`config.mk`:
```
export PLATFORM = sky130hd
export DESIGN_NAME = pkt_rx_ctrl
export DESIGN_NICKNAME = d
export VERILOG_FILES = /design/src/rtl/pkt_rx_ctrl.sv
export SDC_FILE = /design/constraint.sdc
export NUM_CORES = 1
export LEC_CHECK = 0
export ABC_AREA = 0
export CAP_MARGIN = 0
export CORE_MARGIN = 2
export CORE_UTILIZATION = 30
export DETAILED_ROUTE_END_ITERATION = 8
export PLACE_DENSITY = 0.65
export SYNTH_ARGS = -nofsm -noshare
export SYNTH_HDL_FRONTEND = slang
export SYNTH_SLANG_ARGS = --single-unit
```
`constraint.sdc`:
```
create_clock -name CLK -period 2.15 [get_ports CLK]
set_clock_uncertainty 0.1 [all_clocks]
set_input_delay 0.43 -clock CLK [delete_from_list [all_inputs] [get_ports CLK]]
set_output_delay 0.43 -clock CLK [all_outputs]
set_load 0.02 [all_outputs]
```
`src/rtl/pkt_rx_ctrl.sv`:
```
// Receive-packet framing controller: preamble/payload/CRC sequencing with runt, giant
// and preamble-timeout detection, plus saturating good/bad/CRC-fail packet counters.
module pkt_rx_ctrl #(
    parameter int MAX_COUNT = 896,
    parameter int MIN_COUNT = 32,
    parameter int PRE_MAX   = 8,
    parameter int LEN_W     = 12,
    parameter int CNT_W     = 16
) (
    input  logic             CLK,
    input  logic             RST_N,
    input  logic             SOP,
    input  logic             SOF,
    input  logic             EOP,
    input  logic             PRE,
    input  logic             IDLE,
    input  logic             NOK,
    input  logic             CAR_XTEND,
    input  logic             ERR_PROP,
    input  logic             CRC_OK,
    input  logic             CNT_CLR,
    output logic             RXVALID,
    output logic             CLR,
    output logic             CKCRC,
    output logic             DROP,
    output logic             ERR,
    output logic [2:0]       STATE,
    output logic [LEN_W-1:0] LEN,
    output logic [CNT_W-1:0] GOOD_CNT,
    output logic [CNT_W-1:0] BAD_CNT,
    output logic [CNT_W-1:0] CRC_CNT
);

    localparam int PRE_W = $clog2(PRE_MAX + 1);
    localparam logic [LEN_W-1:0] MIN_L   = LEN_W'(MIN_COUNT);
    localparam logic [LEN_W-1:0] MAX_L   = LEN_W'(MAX_COUNT);
    localparam logic [PRE_W-1:0] PRE_END = PRE_W'(PRE_MAX - 1);

    typedef enum logic [2:0] {
        S_WAIT_PKT  = 3'd0,
        S_BAD_PKT   = 3'd1,
        S_CKCRC     = 3'd2,
        S_PAYLOAD   = 3'd3,
        S_PREAMBLE  = 3'd4,
        S_WAIT_IDLE = 3'd5
    } state_t;

    state_t           state, nxt;
    logic [PRE_W-1:0] pre_cnt;
    logic             err_now, rxv, bad_inc, good_inc, crc_inc;

    function automatic logic [CNT_W-1:0] bump(input logic [CNT_W-1:0] c, input logic inc,
                                              input logic clr);
        if (clr)                    return '0;
        else if (inc && (c != '1)) return c + 1'b1;
        else                        return c;
    endfunction

    always_comb begin
        nxt      = state;
        err_now  = 1'b0;
        rxv      = 1'b0;
        bad_inc  = 1'b0;
        good_inc = 1'b0;
        crc_inc  = 1'b0;
        case (state)
            S_WAIT_PKT: begin
                if (NOK || EOP || CAR_XTEND || ERR_PROP) begin
                    nxt = S_WAIT_IDLE; err_now = 1'b1; bad_inc = 1'b1;
                end else if (SOP && SOF) nxt = S_PAYLOAD;
                else if (SOP)            nxt = S_PREAMBLE;
            end
            S_PREAMBLE: begin
                if (NOK || ERR_PROP || (!PRE && !SOF) || (pre_cnt == PRE_END && !SOF)) begin
                    nxt = S_BAD_PKT; err_now = 1'b1; bad_inc = 1'b1;
                end else if (SOF) nxt = S_PAYLOAD;
            end
            S_PAYLOAD: begin
                // Priority: line error, runt, normal EOP, giant, payload beat
                if (NOK || ERR_PROP || (EOP && LEN < MIN_L)) begin
                    nxt = S_BAD_PKT; err_now = 1'b1; bad_inc = 1'b1;
                end else if (EOP) nxt = S_CKCRC;
                else if (LEN == MAX_L) begin
                    nxt = S_BAD_PKT; err_now = 1'b1; bad_inc = 1'b1;
                end else rxv = 1'b1;
            end
            S_CKCRC: begin
                nxt = S_WAIT_IDLE;
                if (CRC_OK) good_inc = 1'b1;
                else        crc_inc  = 1'b1;
            end
            S_BAD_PKT:   nxt = S_WAIT_IDLE;
            S_WAIT_IDLE: if (IDLE) nxt = S_WAIT_PKT;
            default:     nxt = S_WAIT_IDLE;
        endcase
    end

    always_ff @(posedge CLK) begin
        if (!RST_N) begin
            state    <= S_WAIT_PKT;
            pre_cnt  <= '0;
            LEN      <= '0;
            ERR      <= 1'b0;
            GOOD_CNT <= '0;
            BAD_CNT  <= '0;
            CRC_CNT  <= '0;
        end else begin
            state    <= nxt;
            ERR      <= err_now;
            pre_cnt  <= (state == S_PREAMBLE) ? pre_cnt + 1'b1 : '0;
            if (state == S_WAIT_PKT) LEN <= '0;
            else if (rxv)            LEN <= LEN + 1'b1;
            GOOD_CNT <= bump(GOOD_CNT, good_inc, CNT_CLR);
            BAD_CNT  <= bump(BAD_CNT,  bad_inc,  CNT_CLR);
            CRC_CNT  <= bump(CRC_CNT,  crc_inc,  CNT_CLR);
        end
    end

    assign RXVALID = rxv;
    assign CLR     = (state == S_WAIT_PKT);
    assign CKCRC   = (state == S_CKCRC);
    assign DROP    = (state == S_BAD_PKT);
    assign STATE   = state;

endmodule

```
==> run_results.csv, run 1 <==
group,metric,value,unit
run_status,outcome,"finished with violations",
run_status,violations,"setup timing",
global_route,grt_pass1_vias,3422,
synthesis,synth_largest_area_cell,"dfxtp_1",
finish,postLayoutCoreUtil,49.5,%
die,io_pins,80,
clocking,ctsLongestPathBuffers,2,
synthesis,synth_cell_types,53,
worst_setup_path,cp_slowest_stage_delay,0.39,ns
synthesis,syn_inst,397,
placed_design,routabilityCongestion,0.929,
run,drv_cap,0,
worst_setup_path,cp_cell_sequence,"ha_4 > and4bb_1 > nor4_4 > a2111oi_4 > o2bb2ai_4 > buf_6 > buf_16 > or3_1 > a21oi_1",
die,die_h,110,um
drt,drt_iter0_markers,118,
clocking,clkLatencyLatePin,0.34,ns
worst_setup_path,crit_buf_inv,2,
pwr,leakagePower,1.95,nW
synthesis,netlist.area_leader.share,40.4,%
worst_setup_path,crit_family,"compound AO/OA/AOI/OAI gates",
synthesis,synth.avg_cell_area,8.49,um^2
sta,tns,-0.401,ns
placed_design,place_ws,-0.665,ns
clocking,clk_pin_slew,0.08,ns
sta,holdWs,0.401,ns
hold_path,holdCritPathClass,"reg2reg",
synthesis,synthesis.nets,415,
worst_setup_path,worstPathRequired,2.32,ns
die,die-area,12100,um^2
sta,period_share,104,%
synthesis,synth_seq_area_share,40.4,%
finish,nets,573,
drt,drc_errors,0,
finish,fin_cells,700,
die,start_util,31.0,%
sta,slew_headroom,69.7,%
placed_design,placedInstanceArea,4780,um^2
drt,first_pass_iters,4,
worst_setup_path,worstSetupEndpointType,"flip-flop",
synthesis,ys.flop_type,"dfxtp_1",
synthesis,synth-seq-cells,68,
worst_setup_path,worst-setup-path-type,"reg2reg",
synthesis,async_reset_ff_share,0,%
global_route,track_usage,16.4,%
drt,vias_per_cell,4.93,
synthesis,synth.most_common_cell,"dfxtp_1",
synthesis,yosys_warnings,0,
drt,wire_per_inst,13.8,um
worst_setup_path,cp_max_fo,6,
die,core,10900,um^2
drt,ant_nets,0,
global_route,overflow,0,
finish,antenna_cells,0,
finish,area_growth,59.9,%
drt,vias,3452,
global_route,grt_pass1_wl,15900,um
clocking,cts_max_level,3,
finish,drive_gt1_share,27.5,%
placed_design,placed_cells,668,
sta,worstMarginPinSlew,0.453,ns
sta,rsz0062_at_grt,"true",
clocking,tritoncts,"built",
sta,setup_viol_count_final,11,
worst_setup_path,cp-start-kind,"flip-flop",
sta,min_period,2.23,ns
die,die_x,110,um
sta,timing.final.ws_setup,-0.0778,ns
synthesis,yosys-top-cells-count,"68 x dfxtp_1, 51 x nor2_1, 28 x nand2_1",
finish,final_cell_area,5390,um^2
clocking,cts_made_buffers,9,
drt,wirelength,9670,um
global_route,antenna_found_initial,0,
synthesis,synth_area,3370,um^2
worst_setup_path,crit_slowest_cell,"a2111oi_4",
pwr,power_density,515,nW/um^2
synthesis,synth_edf_count,0,
worst_setup_path,critPathArrivalTime,2.40,ns
clocking,clock_sinks,68,
global_route,grt_start_max_net_pins,32,
clocking,root_buffer,"clkbuf_8",
placed_design,dp_hpwl,6610,um
pwr,irDropWorstVdd,0.336,mV
clocking,hold_buffers,0,
sta,fmax,449,MHz
synthesis,yosys-top-cells-area,"dfxtp_1 40%, nor2_1 5.7%, xor2_1 5.2%",
pwr,power,2.78,mW
placed_design,portBuffers,79,
sta,slew_violations,0,
die,rows,38,
sta,hold_viol_final,0,
cell type report:
type / count / area (um^2)
clock buffers: 9 / 124
clock inverters: 7 / 91.3
fillers: 1048 / 5500
inverters: 14 / 52.6
multi-input cells: 302 / 2120
flip-flops and latches: 68 / 1370
well taps: 140 / 175
repair buffers: 160 / 1460
power by group:
part           internal [mW]  switching (mW)
Sequential              1.27         0.00802
Clock                  0.649           0.505
Combinational          0.175           0.168
Total                   2.09           0.681
sequential cells by signal, summed over array words and instances (netlist names):
signal	count
STATE	3
GOOD_CNT	16
LEN	12
ERR	1
pre_cnt	4
BAD_CNT	16
CRC_CNT	16
logic make-up after synthesis:
group | synth area share (%)
and+or+nand+nor | 29.4
AOI/OAI and AO/OA | 13.9
DFF | 40.4
xor gates and xnor gates | 9.35
buffers and inverters | 3.82
adders and majority gates | 2.23
muxes | 0.891
path summary, 6_finish.rpt:
kind / cells past startpoint / start / slack, ns / end
setup / recovery: 9 / pre_cnt[0]$_SDFF_PN0_ / -0.08 / BAD_CNT[6]$_SDFFE_PP0P_
hold / removal: 2 / BAD_CNT[10]$_SDFFE_PP0P_ / 0.40 / BAD_CNT[10]$_SDFFE_PP0P_
setup reg to reg: 9 / pre_cnt[0]$_SDFF_PN0_ / -0.08 / BAD_CNT[6]$_SDFFE_PP0P_
hold reg to reg: 2 / BAD_CNT[10]$_SDFFE_PP0P_ / 0.40 / BAD_CNT[10]$_SDFFE_PP0P_
layer usage:
metal  up-vias  track usage [%]  part of all wire (%)
li1       1729                -                     -
met4         0             4.70                   1.1
met5         -                0                     0
met2        61             28.0                    50
met3         9             3.47                   4.0
met1      1653             20.8                    45
worst min-delay path, stage by stage (launching register included):
cell and delay (ns):
dfxtp_1 0.34, o21ai_2 0.06, a21oi_1 0.05
timing repair:
item / CTS / global route
endpoints found under the setup margin: 29 / 28
buffers inserted: 11 / 4
pin swaps: 28 / 11
hold endpoints to repair: 0 / 0
resized for setup: 48 / 41
cloned: 3 / 0
cell usage in the layout (no fill, tap or decap), drive strengths merged, types with 2 or more instances in the layout:
cell type and count:
nand2 28, ha 6, o21ai 24, nor3 11, dfxtp 68, nor2 51, nor4 6, inv 14
mux2i 3, nand3 25, clkinv 4, and3 8, bufinv 2, a21boi 2, nor2b 3, a21oi 27
dlygate4sd2 5, buf 84, nor3b 2, and4 4, xor2 20, o211ai 4, nand4 12, clkbuf 9
or3 22, xnor2 16, nand2b 2, or4 3, clkdlybuf4s50 70, nor4b 2, and2 3
No activity file was read; power rests on OpenSTA's default activity.
==> run 2: changes to the inputs <==
--- a/config.mk
+++ b/config.mk
@@ -10,7 +10,7 @@
 export CORE_MARGIN = 2
 export CORE_UTILIZATION = 30
 export DETAILED_ROUTE_END_ITERATION = 8
-export PLACE_DENSITY = 0.65
+export PLACE_DENSITY = 0.63
 export SYNTH_ARGS = -nofsm -noshare
 export SYNTH_HDL_FRONTEND = slang
 export SYNTH_SLANG_ARGS = --single-unit
==> constraint.sdc (replaced) <==
create_clock -name CLK -period 2.5 [get_ports CLK]
set_clock_uncertainty 0.1 [all_clocks]
set_input_delay 0.5 -clock CLK [delete_from_list [all_inputs] [get_ports CLK]]
set_output_delay 0.5 -clock CLK [all_outputs]
set_load 0.02 [all_outputs]
==> run_results.csv, run 2 (synthesis gave the netlist of run 1 again) <==
group,metric,value,unit
run_status,outcome,"finished clean",
worst_setup_path,cp_max_fo,9,
clocking,clkLatencyLatePin,0.34,ns
sta,setup_viol_count_final,0,
die,die_x,110,um
pwr,p_switching,0.542,mW
clocking,clk_pin_slew,0.07,ns
drt,wire_per_inst,13.0,um
global_route,overflow,0,
pwr,leakagePower,1.70,nW
placed_design,dp_hpwl,6220,um
worst_setup_path,crit_start,"STATE[0]$_SDFFE_PN0P_",
sta,slew_violations,0,
clocking,cts_made_buffers,9,
worst_setup_path,critPathArrivalTime,1.79,ns
hold_path,hp-start,"pre_cnt[0]$_SDFF_PN0_",
global_route,antenna_found_initial,0,
sta,fmax,418,MHz
worst_setup_path,cp_slowest_stage_delay,0.63,ns
finish,regArea,1360,um^2
pwr,clock_power_share,46.7,%
die,die-area,12100,um^2
sta,holdWs,0.350,ns
finish,antenna_cells,0,
pwr,pwr-share-comb,8.2,%
pwr,power_density,505,nW/um^2
worst_setup_path,crit_slowest_cell,"clkdlybuf4s50_1",
worst_setup_path,worst-setup-path-type,"reg2out",
sta,hold_viol_final,0,
worst_setup_path,worstSetupEndpointType,"output port",
finish,reg_top3,"BAD_CNT x16, CRC_CNT x16, GOOD_CNT x16",
clocking,cts_max_level,3,
drt,first_pass_iters,4,
sta,rsz0062_at_grt,"false",
die,core,10900,um^2
drt,wirelength,8490,um
finish,multi_input_area,1940,um^2
worst_setup_path,worstPathRequired,1.90,ns
hold_path,holdCritPathClass,"reg2reg",
finish,layout_commonest_cell,"clkdlybuf4s50_1",
clocking,root_buffer,"clkbuf_8",
finish,drive_gt1_share,12.9,%
global_route,grt_pass1_vias,3122,
global_route,grt_start_max_net_pins,32,
die,die_h,110,um
drt,vias_per_cell,4.97,
worst_setup_path,cp_cell_sequence,"buf_4 > inv_1 > nor3_1 > clkdlybuf4s50_1",
pwr,internal-power,1.90,mW
sta,slew_headroom,64.9,%
placed_design,routabilityCongestion,0.826,
finish,postLayoutCoreUtil,44.3,%
pwr,seqPwrFrac,45.1,%
sta,period_share,95.6,%
worst_setup_path,cp-start-kind,"flip-flop",
drt,ant_nets,0,
clocking,tritoncts,"built",
finish,mostFrequentLayoutCells,"74 x clkdlybuf4s50_1, 68 x dfxtp_1, 50 x nor2_1",
drt,drt_iter0_markers,100,
finish,nets,524,
pwr,irDropWorstVdd,0.259,mV
clocking,hold_buffers,0,
sta,min_period,2.39,ns
finish,nFillCells,1065,
worst_setup_path,rr_startpoint,"LEN[5]$_SDFFE_PP0P_",
die,io_pins,80,
placed_design,portBuffers,79,
global_route,track_usage,15.1,%
drt,drc_errors,0,
die,rows,38,
die,start_util,31.0,%
clocking,ctsLongestPathBuffers,2,
clocking,clock_sinks,68,
run,drv_cap,0,
worst_setup_path,r2r_setup_slack,0.16,ns
finish,area_growth,43.2,%
sta,worstMarginPinSlew,0.522,ns
drt,vias,3233,
pwr,p_sw_share,22.2,%
global_route,grt_pass1_wl,14500,um
run 2: worst max-delay path, delay by kind of cell, from the launching register on:
family	cells	cell delay, ns
AND/OR/NAND/NOR	1	0.15
buffers and inverters	3	0.89
flip-flops	1	0.41
run 2: metal layers:
metal	vias to the layer above	track usage [%]	routed length [um]
li1	1633	-	-
met1	1507	19.5	3860
met2	77	23.9	3990
met3	16	3.59	478
met4	0	6.87	163
met5	-	0	0
run 2: worst paths after layout:
check | cells after the start | endpoint
setup / recovery | 4 | DROP
hold / removal | 1 | pre_cnt[0]$_SDFF_PN0_
setup reg to reg | 8 | BAD_CNT[8]$_SDFFE_PP0P_
hold reg to reg | 1 | pre_cnt[0]$_SDFF_PN0_
run 2: cell type report:
| class | count | area share [%] |
|---|---|---|
| multi-input cells | 302 | 40.1 |
| well taps | 140 | 3.63 |
| clock inverters | 4 | 1.97 |
| inverters | 14 | 1.09 |
| repair buffers | 111 | 21.8 |
| clock buffers | 12 | 3.21 |
| flip-flops and latches | 68 | 28.2 |
run 2: repair_timing:
item                                    CTS  global route
setup buffers                             0             0
gates resized for setup                   7            10
pin swaps                                 1             4
endpoints found under the setup margin   10            17
run 2: power by group through the flow:
stage          combinational (mW)  sequential [mW]  clock, mW
2_1_floorplan               0.105             1.14          0
3_3_place_gp                0.193             1.13          0
3_5_place_dp                0.198             1.13          0
4_1_cts                     0.197             1.10       1.17
5_1_grt                     0.218             1.10       1.22
6_report                    0.199             1.10       1.14
run 2: per-stage QoR:
stage / cell area, um^2 / power, mW / std cells / setup WS [ns] / TNS, ns
after detailed placement: 4510 / 1.32 / 635 / -0.394 / -6.97
after CTS: 4780 / 2.47 / 651 / 0.0112 / 0
after floorplan: 3370 / 1.24 / 397 / 0.240 / 0
final: 4830 / 2.44 / 651 / 0.109 / 0
after global routing: 4830 / 2.54 / 651 / 0.00133 / 0
after global placement: 4510 / 1.32 / 635 / -0.350 / -5.34
==> run 3: changes to the inputs <==
--- a/config.mk
+++ b/config.mk
@@ -5,12 +5,13 @@
 export SDC_FILE = /design/constraint.sdc
 export NUM_CORES = 1
 export LEC_CHECK = 0
-export ABC_AREA = 0
 export CAP_MARGIN = 0
 export CORE_MARGIN = 2
 export CORE_UTILIZATION = 30
+export CTS_CLUSTER_SIZE = 12
 export DETAILED_ROUTE_END_ITERATION = 8
 export PLACE_DENSITY = 0.63
+export SLEW_MARGIN = 20
 export SYNTH_ARGS = -nofsm -noshare
 export SYNTH_HDL_FRONTEND = slang
 export SYNTH_SLANG_ARGS = --single-unit
==> results of run 3 <==
The final DEF is identical to that of run 2; final timing and power are the same.
